$ cat src/rtl/clk_gate_ctrl.sv
// rtl/clk_gate_ctrl.sv - idle-driven clock-gate enable controller with quiesce handshake and timed wake.
// Optional gate-event counter enabled by defining CLK_GATE_CTRL_STATS_EN.
module clk_gate_ctrl #(
  parameter int IdleCntWidth = 8,
  parameter int WakeCycles   = 2
) (
  input  logic                    clk_i,
  input  logic                    rst_ni,
  input  logic [IdleCntWidth-1:0] idle_thresh_i,
  input  logic                    busy_i,
  input  logic                    wake_i,
  input  logic                    force_on_i,
  input  logic                    quiesce_ack_i,
  output logic                    quiesce_req_o,
  output logic                    clk_en_o,
  output logic                    clk_ready_o,
  output logic                    gated_o
`ifdef CLK_GATE_CTRL_STATS_EN
  ,
  output logic [15:0]             gate_events_o
`endif
);

  typedef enum logic [1:0] {ST_RUN, ST_QUIESCE, ST_GATED, ST_WAKE} state_e;

  localparam int WcW = (WakeCycles > 1) ? $clog2(WakeCycles) : 1;
  localparam logic [WcW-1:0]          WakeLast = WcW'(WakeCycles - 1);
  localparam logic [IdleCntWidth-1:0] CntMax   = '1;

  state_e                  r_state, w_state_nxt;
  logic [IdleCntWidth-1:0] r_idle_cnt, w_idle_cnt_nxt;
  logic [WcW-1:0]          r_wake_cnt, w_wake_cnt_nxt;
  logic [IdleCntWidth-1:0] w_thresh_m1;
  logic                    w_idle;

  logic r_clk_en, r_clk_ready, r_quiesce_req, r_gated;

  assign w_idle      = !busy_i && !force_on_i;
  assign w_thresh_m1 = idle_thresh_i - IdleCntWidth'(1);

  always_comb begin
    w_state_nxt    = r_state;
    w_idle_cnt_nxt = r_idle_cnt;
    w_wake_cnt_nxt = r_wake_cnt;
    case (r_state)
      ST_RUN: begin
        if ((idle_thresh_i == '0) || !w_idle) begin
          w_idle_cnt_nxt = '0;
        end else if (r_idle_cnt == w_thresh_m1) begin
          // An unclosed previous handshake (ack still high) holds the count at threshold.
          if (!quiesce_ack_i) begin
            w_state_nxt    = ST_QUIESCE;
            w_idle_cnt_nxt = '0;
          end
        end else if (r_idle_cnt != CntMax) begin
          w_idle_cnt_nxt = r_idle_cnt + IdleCntWidth'(1);
        end
      end
      ST_QUIESCE: begin
        if (busy_i || wake_i || force_on_i) begin
          w_state_nxt    = ST_RUN;
          w_idle_cnt_nxt = '0;
        end else if (quiesce_ack_i) begin
          w_state_nxt = ST_GATED;
        end
      end
      ST_GATED: begin
        if (wake_i || force_on_i) begin
          w_state_nxt    = ST_WAKE;
          w_wake_cnt_nxt = '0;
        end
      end
      ST_WAKE: begin
        if (r_wake_cnt == WakeLast) begin
          w_state_nxt    = ST_RUN;
          w_idle_cnt_nxt = '0;
        end else begin
          w_wake_cnt_nxt = r_wake_cnt + WcW'(1);
        end
      end
      default: begin
        w_state_nxt    = ST_RUN;
        w_idle_cnt_nxt = '0;
      end
    endcase
  end

  // Outputs are decoded from the next state so they leave the flops glitch-free.
  always_ff @(posedge clk_i or negedge rst_ni) begin
    if (!rst_ni) begin
      r_state       <= ST_RUN;
      r_idle_cnt    <= '0;
      r_wake_cnt    <= '0;
      r_clk_en      <= 1'b1;
      r_clk_ready   <= 1'b1;
      r_quiesce_req <= 1'b0;
      r_gated       <= 1'b0;
    end else begin
      r_state       <= w_state_nxt;
      r_idle_cnt    <= w_idle_cnt_nxt;
      r_wake_cnt    <= w_wake_cnt_nxt;
      r_clk_en      <= (w_state_nxt != ST_GATED);
      r_clk_ready   <= (w_state_nxt == ST_RUN) || (w_state_nxt == ST_QUIESCE);
      r_quiesce_req <= (w_state_nxt == ST_QUIESCE) || (w_state_nxt == ST_GATED);
      r_gated       <= (w_state_nxt == ST_GATED);
    end
  end

  assign clk_en_o      = r_clk_en;
  assign clk_ready_o   = r_clk_ready;
  assign quiesce_req_o = r_quiesce_req;
  assign gated_o       = r_gated;

`ifdef CLK_GATE_CTRL_STATS_EN
  logic [15:0] r_gate_events;

  always_ff @(posedge clk_i or negedge rst_ni) begin
    if (!rst_ni) begin
      r_gate_events <= '0;
    end else if ((r_state == ST_QUIESCE) && (w_state_nxt == ST_GATED) &&
                 (r_gate_events != 16'hFFFF)) begin
      r_gate_events <= r_gate_events + 16'd1;
    end
  end

  assign gate_events_o = r_gate_events;
`endif

endmodule
$ cat config.mk
export PLATFORM = sky130hd
export DESIGN_NAME = clk_gate_ctrl
export DESIGN_NICKNAME = d
export VERILOG_FILES = /design/src/rtl/clk_gate_ctrl.sv
export SDC_FILE = /design/constraint.sdc
export NUM_CORES = 1
export LEC_CHECK = 0
export ABC_AREA = 1
export BUFFER_PORTS_ARGS = -buffer_cell sky130_fd_sc_hd__buf_2
export CORE_MARGIN = 5
export CORE_UTILIZATION = 60
export CTS_BUF_LIST = sky130_fd_sc_hd__clkbuf_2
export CTS_CLUSTER_DIAMETER = 30
export DETAILED_ROUTE_END_ITERATION = 8
export GPL_ROUTABILITY_DRIVEN = 0
export PLACE_DENSITY = 0.82
export SYNTH_ARGS = -nofsm -noshare
export SYNTH_HDL_FRONTEND = slang
export SYNTH_SLANG_ARGS = --single-unit
$ cat constraint.sdc
create_clock -name clk_i -period 2.2 [get_ports clk_i]
set_input_delay 0.33 -clock clk_i [delete_from_list [all_inputs] [get_ports clk_i]]
set_output_delay 0.33 -clock clk_i [all_outputs]
set_load 0.03 [all_outputs]
# Word level (Yosys, flattened, before mapping)
# Index checks and enable logic that the tools add are counted.
dict set report totals {
  output_inout_bits 4
  memories 0
  inputBits 14
  latchBits 0
  romBits 0
  regBits 15
  ramBits 0
}
dict set report classes {
  mux 18
  n_bitwise 0
  order_cmp 0
  add_sub_neg 3
  shift 0
  n_reduce_logical 17
  eq_ne 13
  n_mul 0
  div 0
}
# cell count
set op_table {}
lappend op_table {{8-bit two-way mux} 6}
lappend op_table {{8-bit one-hot mux with 3 select lines} 1}
lappend op_table {{2-bit two-way mux} 7}
lappend op_table {{8-bit by 1-bit adder with 8-bit output, second input constant} 1}
lappend op_table {{8-bit equality test} 1}
lappend op_table {{8-bit logical NOT} 1}
lappend op_table {{2-bit inequality test, second input constant} 4}
lappend op_table {{4-bit inequality test, second input constant} 2}
lappend op_table {{8-bit inequality test, second input constant} 1}
lappend op_table {{2-bit one-hot mux with 4 select lines} 1}
lappend op_table {{8-bit by 1-bit subtractor with 8-bit output, second input constant} 1}
lappend op_table {{2-bit equality test, second input constant} 3}
lappend op_table {{1-bit logical OR} 6}
lappend op_table {{5-bit AND reduction} 1}
lappend op_table {{2-bit by 1-bit equality test with 1-bit output, second input constant} 2}
lappend op_table {{2-bit logical NOT} 2}
lappend op_table {{1-bit logical NOT} 3}
lappend op_table {{3-bit nonzero test} 1}
lappend op_table {{1-bit two-way mux} 2}
lappend op_table {{1-bit one-hot mux with 2 select lines} 1}
lappend op_table {{2-bit AND reduction} 1}
lappend op_table {{2-bit nonzero test} 1}
lappend op_table {{1-bit adder, second input constant} 1}
lappend op_table {{1-bit logical AND} 1}

# Depth between registers and ports, before layout
# Gate-level depths: netlist of the first run.
dict set report depth {
  ltp_word 8
  depth_mapped 15
  ltp_nobuf 15
}

# Least setup slack after synthesis of the first run
# Ideal clock, no wire load.
dict set report synth_timing {
  path_kind {input to register}
  startpoint {input port idle_thresh_i[0]}
  endpoint {register r_quiesce_req, in the netlist quiesce_req_o}
  required_ns 2.087
  setup_ns 0.113
  cell_stages 14
  arrival_time_ns 1.787
  n_path_buf 0
  setup_slack_ns 0.300
  cell_sequence {inv_2 ha_1 nand2_1 inv_1 nor2_1 nand2_1 nor2_2 nand3_2 nor2_4 nand4_1 nand3_1 nand2_1 ha_1 inv_1}
}
dict set report synth_via {
  elab_chain_len 7
  word_cells_on_any_way 10
}
# element line_no
set synth_rtl {}
lappend synth_rtl {{start: declaration} 9} ;# input logic [IdleCntWidth-1:0] idle_thresh_i,
lappend synth_rtl {{8-bit by 1-bit subtractor with 8-bit output} 39} ;# assign w_thresh_m1 = idle_thresh_i - IdleCntWidth'(1);
lappend synth_rtl {{8-bit equality test} 49} ;# end else if (r_idle_cnt == w_thresh_m1) begin
lappend synth_rtl {{2-bit two-way mux} 49}
lappend synth_rtl {{2-bit two-way mux *} 47} ;# if ((idle_thresh_i == '0) || !w_idle) begin
lappend synth_rtl {{2-bit one-hot mux with 4 select lines *} 45} ;# case (r_state)
lappend synth_rtl {{2-bit by 1-bit equality test with 1-bit output or 2-bit equality test (tied branches)} 104} ;# r_quiesce_req <= (w_state_nxt == ST_QUIESCE) || (w_state_nxt == ST_GATED);
lappend synth_rtl {{1-bit logical OR *} 104}
lappend synth_rtl {{end signal: assignment} 104}
lappend synth_rtl {{end: declaration} 36} ;# logic r_clk_en, r_clk_ready, r_quiesce_req, r_gated;
# Mark *: on every way between the ends. The rest lies on a longest branch, timed or not.
# A chain may end at the register's enable or synchronous reset.

# Worst setup path after layout of the first run
dict set report layout_timing {
  startpoint {register r_state[1]}
  endpoint {register r_quiesce_req, in the netlist quiesce_req_o}
}
dict set report layout_via {
  elab_chain_len 6
  word_cells_on_any_way 15
}
# element line_no
set layout_rtl {}
lappend layout_rtl {{start: declaration} 30} ;# state_e r_state, w_state_nxt;
lappend layout_rtl {{start signal: assignment} 99} ;# r_state <= w_state_nxt;
lappend layout_rtl {{2-bit two-way mux} 51} ;# if (!quiesce_ack_i) begin
lappend layout_rtl {{2-bit two-way mux} 49}
lappend layout_rtl {{2-bit two-way mux} 47}
lappend layout_rtl {{2-bit one-hot mux with 4 select lines *} 45}
lappend layout_rtl {{2-bit by 1-bit equality test with 1-bit output or 2-bit equality test (tied branches)} 104}
lappend layout_rtl {{1-bit logical OR *} 104}
# Marked as above.

==> results.txt, run 1 <==
outcome: finished clean
Area Growth Syn to Fin: 11.1%
Sw Pwr: 0.450 mW
register area share after synthesis: 0.275
mux cell area share after synthesis: 0
vias in the first global route: 1207
Yosys top cell by area: dfrtp_1
simple-gate share of the synthesized area: 0.451
largest family of logic cells by synthesized area: simple AND/OR/NAND/NOR gates
core box area: 0.00219 mm^2
RSZ-0062 raised after global routing: no
Post-CTS Resized: 0
Sw Ratio: 0.459
leak pwr: 0.801 nW
yosys warns: 0
DRT antenna net count: 0
I/O Buffers: 17
Antenna diodes: 0
Die Wd: 57.8 um
fin. max-slew vios: 0
average routed wire per standard cell: 11.3 um
CP Capture Type: flop
Max Cap Viol: 0
number of flops mapped to enable cells by yosys: 0
CTS tree: yes
Synth top area share: 0.237
first-pass GRT wire length: 4770 um
clock root cell: clkbuf_2
Tmin final: 1.95 ns
WS Path Type: reg -> reg
TritonCTS buffer count: 3
via count: 1245
CTS max path bufs: 2
Layout Skew: 0.00475 ns
initial drt markers: 38
crit path DAT: 2.15 ns
FFs w/ async S/R, synth: 1.00
worst setup margin: 0.254 ns
register bit count reported by yosys: 15
Worst setup SP type: flop
I/O Pins: 18
Pwr Density: 644 mW/mm^2
compound-gate portion of the synthesized area: 0.0356
GR Overflow Total: 0
Site Rows: 17
critical path's largest stage delay: 0.44 ns
final hold violation count: 0
setup violators final: 0
Clk network pwr share: 0.131
Main synth FF type: dfrtp_1
highest-delay cell along the critical path: dfrtp_1
starting density of the core: 0.626
Fin Setup TNS: 0 ns
largest net degree at the start of global routing: 16
DRT Pass-1 Iters: 4
crit-path max FO: 5
syn_nets: 219
count leader, synth: nand2_1
cell internal pwr: 0.531 mW
DRC: 0
crit-path leading delay family: adder cells
CTS clock-pin slew for the worst setup and hold paths: 0.14 ns
part of the power in registers: 0.374
hpwl dp: 2270 um
Post-synth top cells: nand2_1 (58), nor2_1 (23), inv_1 (22)
initial antenna violation count: 0
hold buffer count at CTS: 1
Total Wirelength: 2770 um
slew margin rel.: 0.756
fin nets: 242
DP Worst Slack: 0.0568 ns
Num Clock Sinks: 15
Cell Area, Synth: 0.00137 mm^2
Hold WC Path Type: in -> async
FMAX: 514 MHz
post-synth cell types: 28
Via density: 5.08
Crit path required time: 2.40 ns
H-tree levels: 1
setup bufs post-CTS: 0
layout cells sized above 1: 0.249
Tcrit/Tclk final: 0.885
worst vdd rail ir drop: 0.726 mV
Fillers: 185
WP buf/inv: 3
Mapped Cells: 195
Worst-Margin Slew: 0.361 ns
gr usage total: 0.175
post-synthesis xor/xnor area fraction: 0.0638
die area: 0.00334 mm^2
adder-cell share of the synthesized area: 0.0912
top post-synthesis cells by area: dfrtp_1 (24%), nand2_1 (16%), ha_1 (9.1%)
combinational share of power: 0.495
Clock Latency Late Sink: 0.29 ns
syn avg cell area: 7.04 um^2
most numerous cell on the critical path: inv_1
die height: 57.8 um
crit-path cells: inv_1, ha_1, inv_1, nor2_1, nand2_1, o311ai_0, nand2_1, ha_1, inv_1
## worst paths after layout
check / from / end / slack (ns) / cells after the start
hold reg to reg: r_wake_cnt / r_wake_cnt / 0.59 / 2
setup / recovery: r_state[1] / quiesce_req_o / 0.25 / 9
max in group asynchronous: rst_ni / clk_ready_o / 1.45 / 2
setup reg to reg: r_state[1] / quiesce_req_o / 0.25 / 9
min in group clk_i: wake_i / r_wake_cnt / 0.46 / 4
hold / removal: rst_ni / r_idle_cnt[7] / 0.45 / 2
## state kept, by name, summed over array words and instances, names as in the netlist
| register | flops |
|---|---|
| clk_en_o | 1 |
| quiesce_req_o | 1 |
| r_idle_cnt | 8 |
| r_state | 2 |
| clk_ready_o | 1 |
| gated_o | 1 |
| r_wake_cnt | 1 |
## layer usage
layer / part of all wire / wire length, um / vias up / track usage
met2: 0.46 / 1270 / 29 / 0.300
li1: - / - / 641 / -
met3: 0.052 / 143 / 7 / 0.0134
met4: 0.024 / 67 / 0 / 0.0662
met5: 0 / 0 / - / 0
met1: 0.47 / 1290 / 568 / 0.227
## layout make-up
class | instances | area [um^2] | area share
Timing Repair Buffer | 20 | 110 | 0.0722
Sequential cell | 15 | 378 | 0.248
Tap cell | 28 | 35.0 | 0.0230
Clock buffer | 3 | 15.0 | 0.00984
Clock inverter | 1 | 5.00 | 0.00328
Multi-Input combinational cell | 151 | 881 | 0.578
Inverter | 27 | 101 | 0.0664
## power groups by stage
stage / logic [mW] / registers (mW) / clock network, mW
after floorplan: 0.303 / 0.421 / 0
after global placement: 0.471 / 0.372 / 0
after detailed placement: 0.487 / 0.371 / 0
after CTS: 0.492 / 0.366 / 0.132
after global routing: 0.551 / 0.374 / 0.138
final: 0.486 / 0.367 / 0.129
## metrics by stage
stage	std cells	total power, mW	util	hold slack [ns]	cell area [um^2]
after floorplan	195	0.724	-	0.0344	1370
final	245	0.982	0.696	0.453	1530
after detailed placement	240	0.858	0.682	0.249	1500
after global routing	245	1.06	0.696	0.485	1530
after global placement	240	0.843	0.682	0.244	1500
after CTS	245	0.990	0.696	0.444	1530
## logic make-up after synthesis
family                   Yosys count
AND/OR/NAND/NOR                  122
buffers and inverters             29
flip-flops                        15
XOR/XNOR                          10
adder cells (fa/ha/maj)           10
AO/OA/AOI/OAI                      9
## layout by cell type, fill, tap and decap left out, drive strengths merged, types with 5 or more instances in the layout
cell    n
dfrtp  13
buf    19
o21ai   5
ha     10
xor2    5
nand3  13
nand2  66
nor2   34
xnor2   5
inv    26
(Power assumes the default switching activity.)
==> run 2: changes to the inputs <==
- CORE_ASPECT_RATIO: default -> 2
- CORE_UTILIZATION: 60 -> 35
- PLACE_DENSITY: 0.82 -> default
==> run 2 against run 1 <==
Effect of this change: total power up 2.2%; sequential power grew 1%; combinational power grew 2%; critical path depth unchanged; setup slack got worse by 0.098 ns; wire length rose by 15%; hold slack got worse by 0.017 ns; first-iteration DRC count shrank 66%; global-route usage fell by 4.2 points; utilization fell by 29 points; highest routed layer unchanged; sequential share of layout area is 0.73 points lower.
==> results.txt, run 2 (synthesis results as in run 1) <==
Reg with most FFs: r_idle_cnt
H-tree levels: 1 (unchanged)
Hold WC Path Type: in -> async
outcome: finished clean
clock root cell: clkbuf_2
average routed wire per standard cell: 11.8 um (+4.1%)
Finished Layout Cells: 270 (+10%)
TritonCTS buffer count: 3 (unchanged)
Tmin final: 2.04 ns (+0.0983 ns)
layout cells sized above 1: 0.256 (+0.00686)
GR Overflow Total: 0 (unchanged)
wl on met1: 1130 um (-13%)
Num Clock Sinks: 15 (unchanged)
crit path DAT: 2.26 ns (+0.11 ns)
initial drt markers: 13 (-66%)
CTS tree: yes
top flop regs: r_idle_cnt x8, r_state x2
CTS max path bufs: 2 (unchanged)
slew margin rel.: 0.674 (-0.0822)
Pwr Density: 639 mW/mm^2 (-0.79%)
Area Growth Syn to Fin: 14.5%
Max Cap Viol: 0 (unchanged)
initial antenna violation count: 0 (unchanged)
Worst setup SP type: flop
DRT Pass-1 Iters: 5 (+1)
Clock Latency Late Sink: 0.29 ns (about the same)
Die Wd: 54.3 um (-6.1%)
reg-to-reg startpoint: r_state[1]
WS Path Type: reg -> reg
CTS clock-pin slew for the worst setup and hold paths: 0.17 ns (+0.03 ns)
largest net degree at the start of global routing: 16 (unchanged)
core box area: 0.00384 mm^2 (+75%)
DRT antenna net count: 0 (unchanged)
met2 routed WL: 1920 um (+52%)
most frequent cells in the layout: nand2_1 (58), nor2_1 (23), inv_1 (22)
fin nets: 244 (+0.83%)
dpl cells: 265 (+10%)
max reg flops: 8 (unchanged)
RSZ-0062 raised after global routing: no
I/O Pins: 18 (unchanged)
via count: 1249 (+0.32%)
die area: 0.00535 mm^2 (+60%)
Critical Path Source: r_state[1]
Antenna diodes: 0 (unchanged)
first-pass GRT wire length: 5360 um (+12%)
crit-path max FO: 5 (unchanged)
worst vdd rail ir drop: 0.596 mV (-18%)
vias in the first global route: 1243 (+3.0%)
Fin Setup TNS: 0 ns (unchanged)
WL met3: 59 um (-59%)
DRC: 0 (unchanged)
CP Capture Type: flop
Pwr Total: 1.00 mW (+2.2%)
FMAX: 489 MHz (-4.8%)
leak pwr: 0.808 nW (+0.87%)
reg2reg path depth: 9 (unchanged)
fin. max-slew vios: 0 (unchanged)
Post-CTS Resized: 0 (unchanged)
gr usage total: 0.133 (-0.0416)
hpwl dp: 2730 um (+20%)
Total Wirelength: 3180 um (+15%)
Crit path required time: 2.42 ns (+0.02 ns)
starting density of the core: 0.357 (-0.269)
uppermost layer routed: met4
Via density: 4.63 (-9.0%)
Worst-Margin Slew: 0.483 ns (+0.122 ns)
final hold violation count: 0 (unchanged)
die height: 98.6 um (+70%)
most common cell after layout, fill and taps aside: nand2_1
Layout Skew: 0.0134 ns (+0.00866 ns)
setup violators final: 0 (unchanged)
Site Rows: 32 (+15)
Tcrit/Tclk final: 0.929 (+0.0447)
I/O Buffers: 17 (unchanged)
-- run 2: changes by cell type in the layout (fill, tap and decap cells not counted), sizes merged --
| cell | change |
|---|---|
| buf | +2 |
| clkinv | -1 |
| clkinvlp | +1 |
-- run 2: timing repair --
action / in CTS / in global routing
hold endpoints to repair: 13 / 0
setup buffers: 0 / 0
hold buffers: 1 / 0
endpoints found under the setup margin: 0 / 0
-- run 2: metal layers --
layer,global-route usage,vias up
met5,0,-
met4,0.0518,0
met3,0.0151,6
met2,0.263,19
met1,0.125,575
li1,-,649
-- run 2: final cells by class --
cell class / instances / area, um^2
fillers: 438 / 2270
clock buffers: 3 / 15.0
clock inverters: 1 / 7.51
inverters: 27 / 101
flip-flops and latches: 15 / 378
multi-input cells: 151 / 881
repair buffers: 22 / 125
well taps: 51 / 63.8
-- run 2: report_power, final --
group / total (mW) / internal [mW] / switching [mW]
Combinational: 0.494 / 0.157 / 0.337
Sequential: 0.371 / 0.334 / 0.0361
Clock: 0.139 / 0.0425 / 0.0968
-- run 2: final timing paths --
check	endpoint	slack [ns]
max	quiesce_req_o	0.16
max reg2reg	quiesce_req_o	0.16
min in group clk_i	r_wake_cnt	0.47
min	r_idle_cnt[7]	0.44
min reg2reg	r_wake_cnt	0.58
max in group asynchronous	clk_ready_o	1.47
-- run 2: worst max-delay path: stages (launching register included) --
cell      delay [ns]
dfrtp_1         0.45
inv_1           0.14
ha_1            0.20
inv_1           0.06
nor2_1          0.08
nand2_1         0.08
o311ai_0        0.44
nand2_1         0.17
ha_1            0.30
inv_1           0.03
-- run 2: per-stage QoR --
step | hold slack, ns | area [um^2] | util | setup slack, ns
floorplan | 0.0344 | 1370 | - | 0.300
global placement | 0.250 | 1540 | 0.400 | 0.136
detailed placement | 0.248 | 1540 | 0.400 | 0.103
CTS | 0.433 | 1570 | 0.409 | 0.207
global route | 0.463 | 1570 | 0.409 | 0.0115
finish | 0.436 | 1570 | 0.409 | 0.156
==> run 3: changes to the inputs <==
- CORE_ASPECT_RATIO: 2 -> default
- CORE_MARGIN: 5 -> 2
- clock period: 2.2 -> 2.35 ns (I/O delays scaled with it)
==> run 3 against run 2 <==
Effect of this change: combinational power down 9.1%; clock power down 12%; clock skew down 0.0094 ns; highest routed layer unchanged; via count down 4.5%; total power down 8.8%; sequential cell count unchanged; sequential share of layout area up 0.57 points.
==> results.txt, run 3 (synthesis results as in run 1) <==
outcome: finished clean
Die Wd: 66.6 um (+23%)
crit-path cells: inv_1, ha_1, inv_1, nor2_1, nand2_1, o311ai_0, nand2_1, ha_1, inv_1
Clock Latency Late Sink: 0.29 ns (about the same)
DRC: 0 (unchanged)
top flop regs: r_idle_cnt x8, r_state x2
initial antenna violation count: 0 (unchanged)
Area Growth Syn to Fin: 11.9%
FMAX: 514 MHz (+5.1%)
Clk network pwr share: 0.135 (-0.004)
crit-path leading delay family: adder cells
combinational share of power: 0.491 (about the same)
WL met3: 78 um (+32%)
DRT Pass-1 Iters: 4 (-1)
DRT antenna net count: 0 (unchanged)
Reg with most FFs: r_idle_cnt
most common cell after layout, fill and taps aside: nand2_1
clock root cell: clkbuf_2
reg-to-reg startpoint: r_state[1]
reg-to-reg endpoint: quiesce_req_o
setup violators final: 0 (unchanged)
hpwl dp: 2190 um (-20%)
fin. max-slew vios: 0 (unchanged)
crit path DAT: 2.15 ns (-0.11 ns)
Hold WC Path Type: in -> reg
CTS tree: yes
TritonCTS buffer count: 3 (unchanged)
Tmin final: 1.95 ns (-0.0988 ns)
Tcrit/Tclk final: 0.828 (-0.101)
Critical Path Source: r_state[1]
slew margin rel.: 0.758 (+0.0838)
via count: 1193 (-4.5%)
WP buf/inv: 3 (unchanged)
CTS max path bufs: 2 (unchanged)
max reg flops: 8 (unchanged)
vias in the first global route: 1109 (-11%)
wl on met1: 1400 um (+24%)
H-tree levels: 1 (unchanged)
Total Wirelength: 2690 um (-15%)
GR Overflow Total: 0 (unchanged)
Stages on worst setup path: 9 (unchanged)
die area: 0.00444 mm^2 (-17%)
Worst setup SP type: flop
core box area: 0.00372 mm^2 (-3.3%)
Layout Skew: 0.00396 ns (-0.00944 ns)
Post-CTS Resized: 0 (unchanged)
cell internal pwr: 0.495 mW (-7.2%)
I/O Buffers: 17 (unchanged)
gr usage total: 0.138 (+0.00518)
leak pwr: 0.791 nW (-2.1%)
Num Clock Sinks: 15 (unchanged)
die height: 66.6 um (-32%)
average routed wire per standard cell: 10.2 um (-13%)
FF-to-FF setup slack: 0.40 ns (+0.25 ns)
met2 routed WL: 1170 um (-39%)
CP Capture Type: flop
crit-path max FO: 5 (unchanged)
worst vdd rail ir drop: 0.253 mV (-58%)
Site Rows: 22 (-31%)
most numerous cell on the critical path: inv_1
most frequent cells in the layout: nand2_1 (58), nor2_1 (23), inv_1 (22)
reg2reg path depth: 9 (unchanged)
fin nets: 240 (-1.6%)
final hold violation count: 0 (unchanged)
RSZ-0062 raised after global routing: no
Max Cap Viol: 0 (unchanged)
Pwr Total: 0.915 mW (-8.8%)
Via density: 4.54 (-1.9%)
Pwr Density: 596 mW/mm^2 (-6.6%)
uppermost layer routed: met4
Antenna diodes: 0 (unchanged)
Sw Ratio: 0.459 (-0.00911)
layout cells sized above 1: 0.242 (-0.0138)
Crit path required time: 2.56 ns (+0.14 ns)
first-pass GRT wire length: 4730 um (-12%)
Sw Pwr: 0.420 mW (-11%)
Worst-Margin Slew: 0.359 ns (-0.124 ns)
CTS clock-pin slew for the worst setup and hold paths: 0.15 ns (-0.02 ns)
Fin Setup TNS: 0 ns (unchanged)
largest net degree at the start of global routing: 16 (unchanged)
WS Path Type: reg -> reg
highest-delay cell along the critical path: dfrtp_1
Critical Path End: quiesce_req_o
Finished Core Util: 0.413 (+0.00428)
starting density of the core: 0.369 (+0.0123)
critical path's largest stage delay: 0.44 ns (about the same)
part of the power in registers: 0.375 (+0.006)
I/O Pins: 18 (unchanged)
initial drt markers: 82 (+69)
-- run 3: cell count changes in the layout (fill, tap and decap cells not counted), sizes merged --
cell      delta
clkinvlp     -1
buf          -4
clkinv       +1
-- run 3: timing repair --
action	CTS	global route
hold buffers	1	0
buffers inserted	0	0
hold endpoints to repair	13	0
-- run 3: cell type report --
cell class,count,area [um^2]
clock inverter,1,5.00
clock buffer,3,15.0
timing repair buffer,18,95.1
tap,48,60.1
fill,398,2180
sequential,15,378
inverter,27,101
multi-input combinational,151,881
-- run 3: worst min path at each step --
| stage | slack (ns) | depth (start not counted) | from | to |
|---|---|---|---|---|
| 2_1_floorplan | 0.06 | 0 | rst_ni | gated_o |
| 3_3_place_gp | 0.28 | 1 | rst_ni | gated_o |
| 3_5_place_dp | 0.28 | 1 | rst_ni | gated_o |
| 4_1_cts | 0.43 | 4 | wake_i | r_wake_cnt |
| 5_1_grt | 0.47 | 2 | rst_ni | quiesce_req_o |
| 6_report | 0.45 | 4 | wake_i | r_wake_cnt |
-- run 3: worst reg2reg max path: stages, from the launching register on --
cell,delay [ns]
dfrtp_1,0.44
inv_1,0.15
ha_1,0.20
inv_1,0.06
nor2_1,0.08
nand2_1,0.08
o311ai_0,0.34
nand2_1,0.17
ha_1,0.30
inv_1,0.03
-- run 3: stage by stage --
stage / hold WS, ns / setup WS [ns] / cell area (um^2) / cells
2_1_floorplan: 0.0569 / 0.428 / 1370 / 195
3_3_place_gp: 0.280 / 0.177 / 1510 / 258
3_5_place_dp: 0.279 / 0.160 / 1510 / 258
4_1_cts: 0.430 / 0.404 / 1540 / 263
5_1_grt: 0.467 / 0.228 / 1540 / 263
6_report: 0.445 / 0.404 / 1540 / 263
-- run 3: per-layer routing --
metal  vias up  GRT usage
li1        639          -
met1       531      0.183
met2        18      0.226
met3         5     0.0152
met4         0     0.0612
met5         -          0
-- run 3: power by group through the flow --
| stage | combinational (mW) | clock, mW | sequential (mW) |
|---|---|---|---|
| 2_1_floorplan | 0.283 | 0 | 0.394 |
| 3_3_place_gp | 0.453 | 0 | 0.351 |
| 3_5_place_dp | 0.450 | 0 | 0.348 |
| 4_1_cts | 0.455 | 0.134 | 0.344 |
| 5_1_grt | 0.509 | 0.148 | 0.351 |
| 6_report | 0.449 | 0.123 | 0.343 |
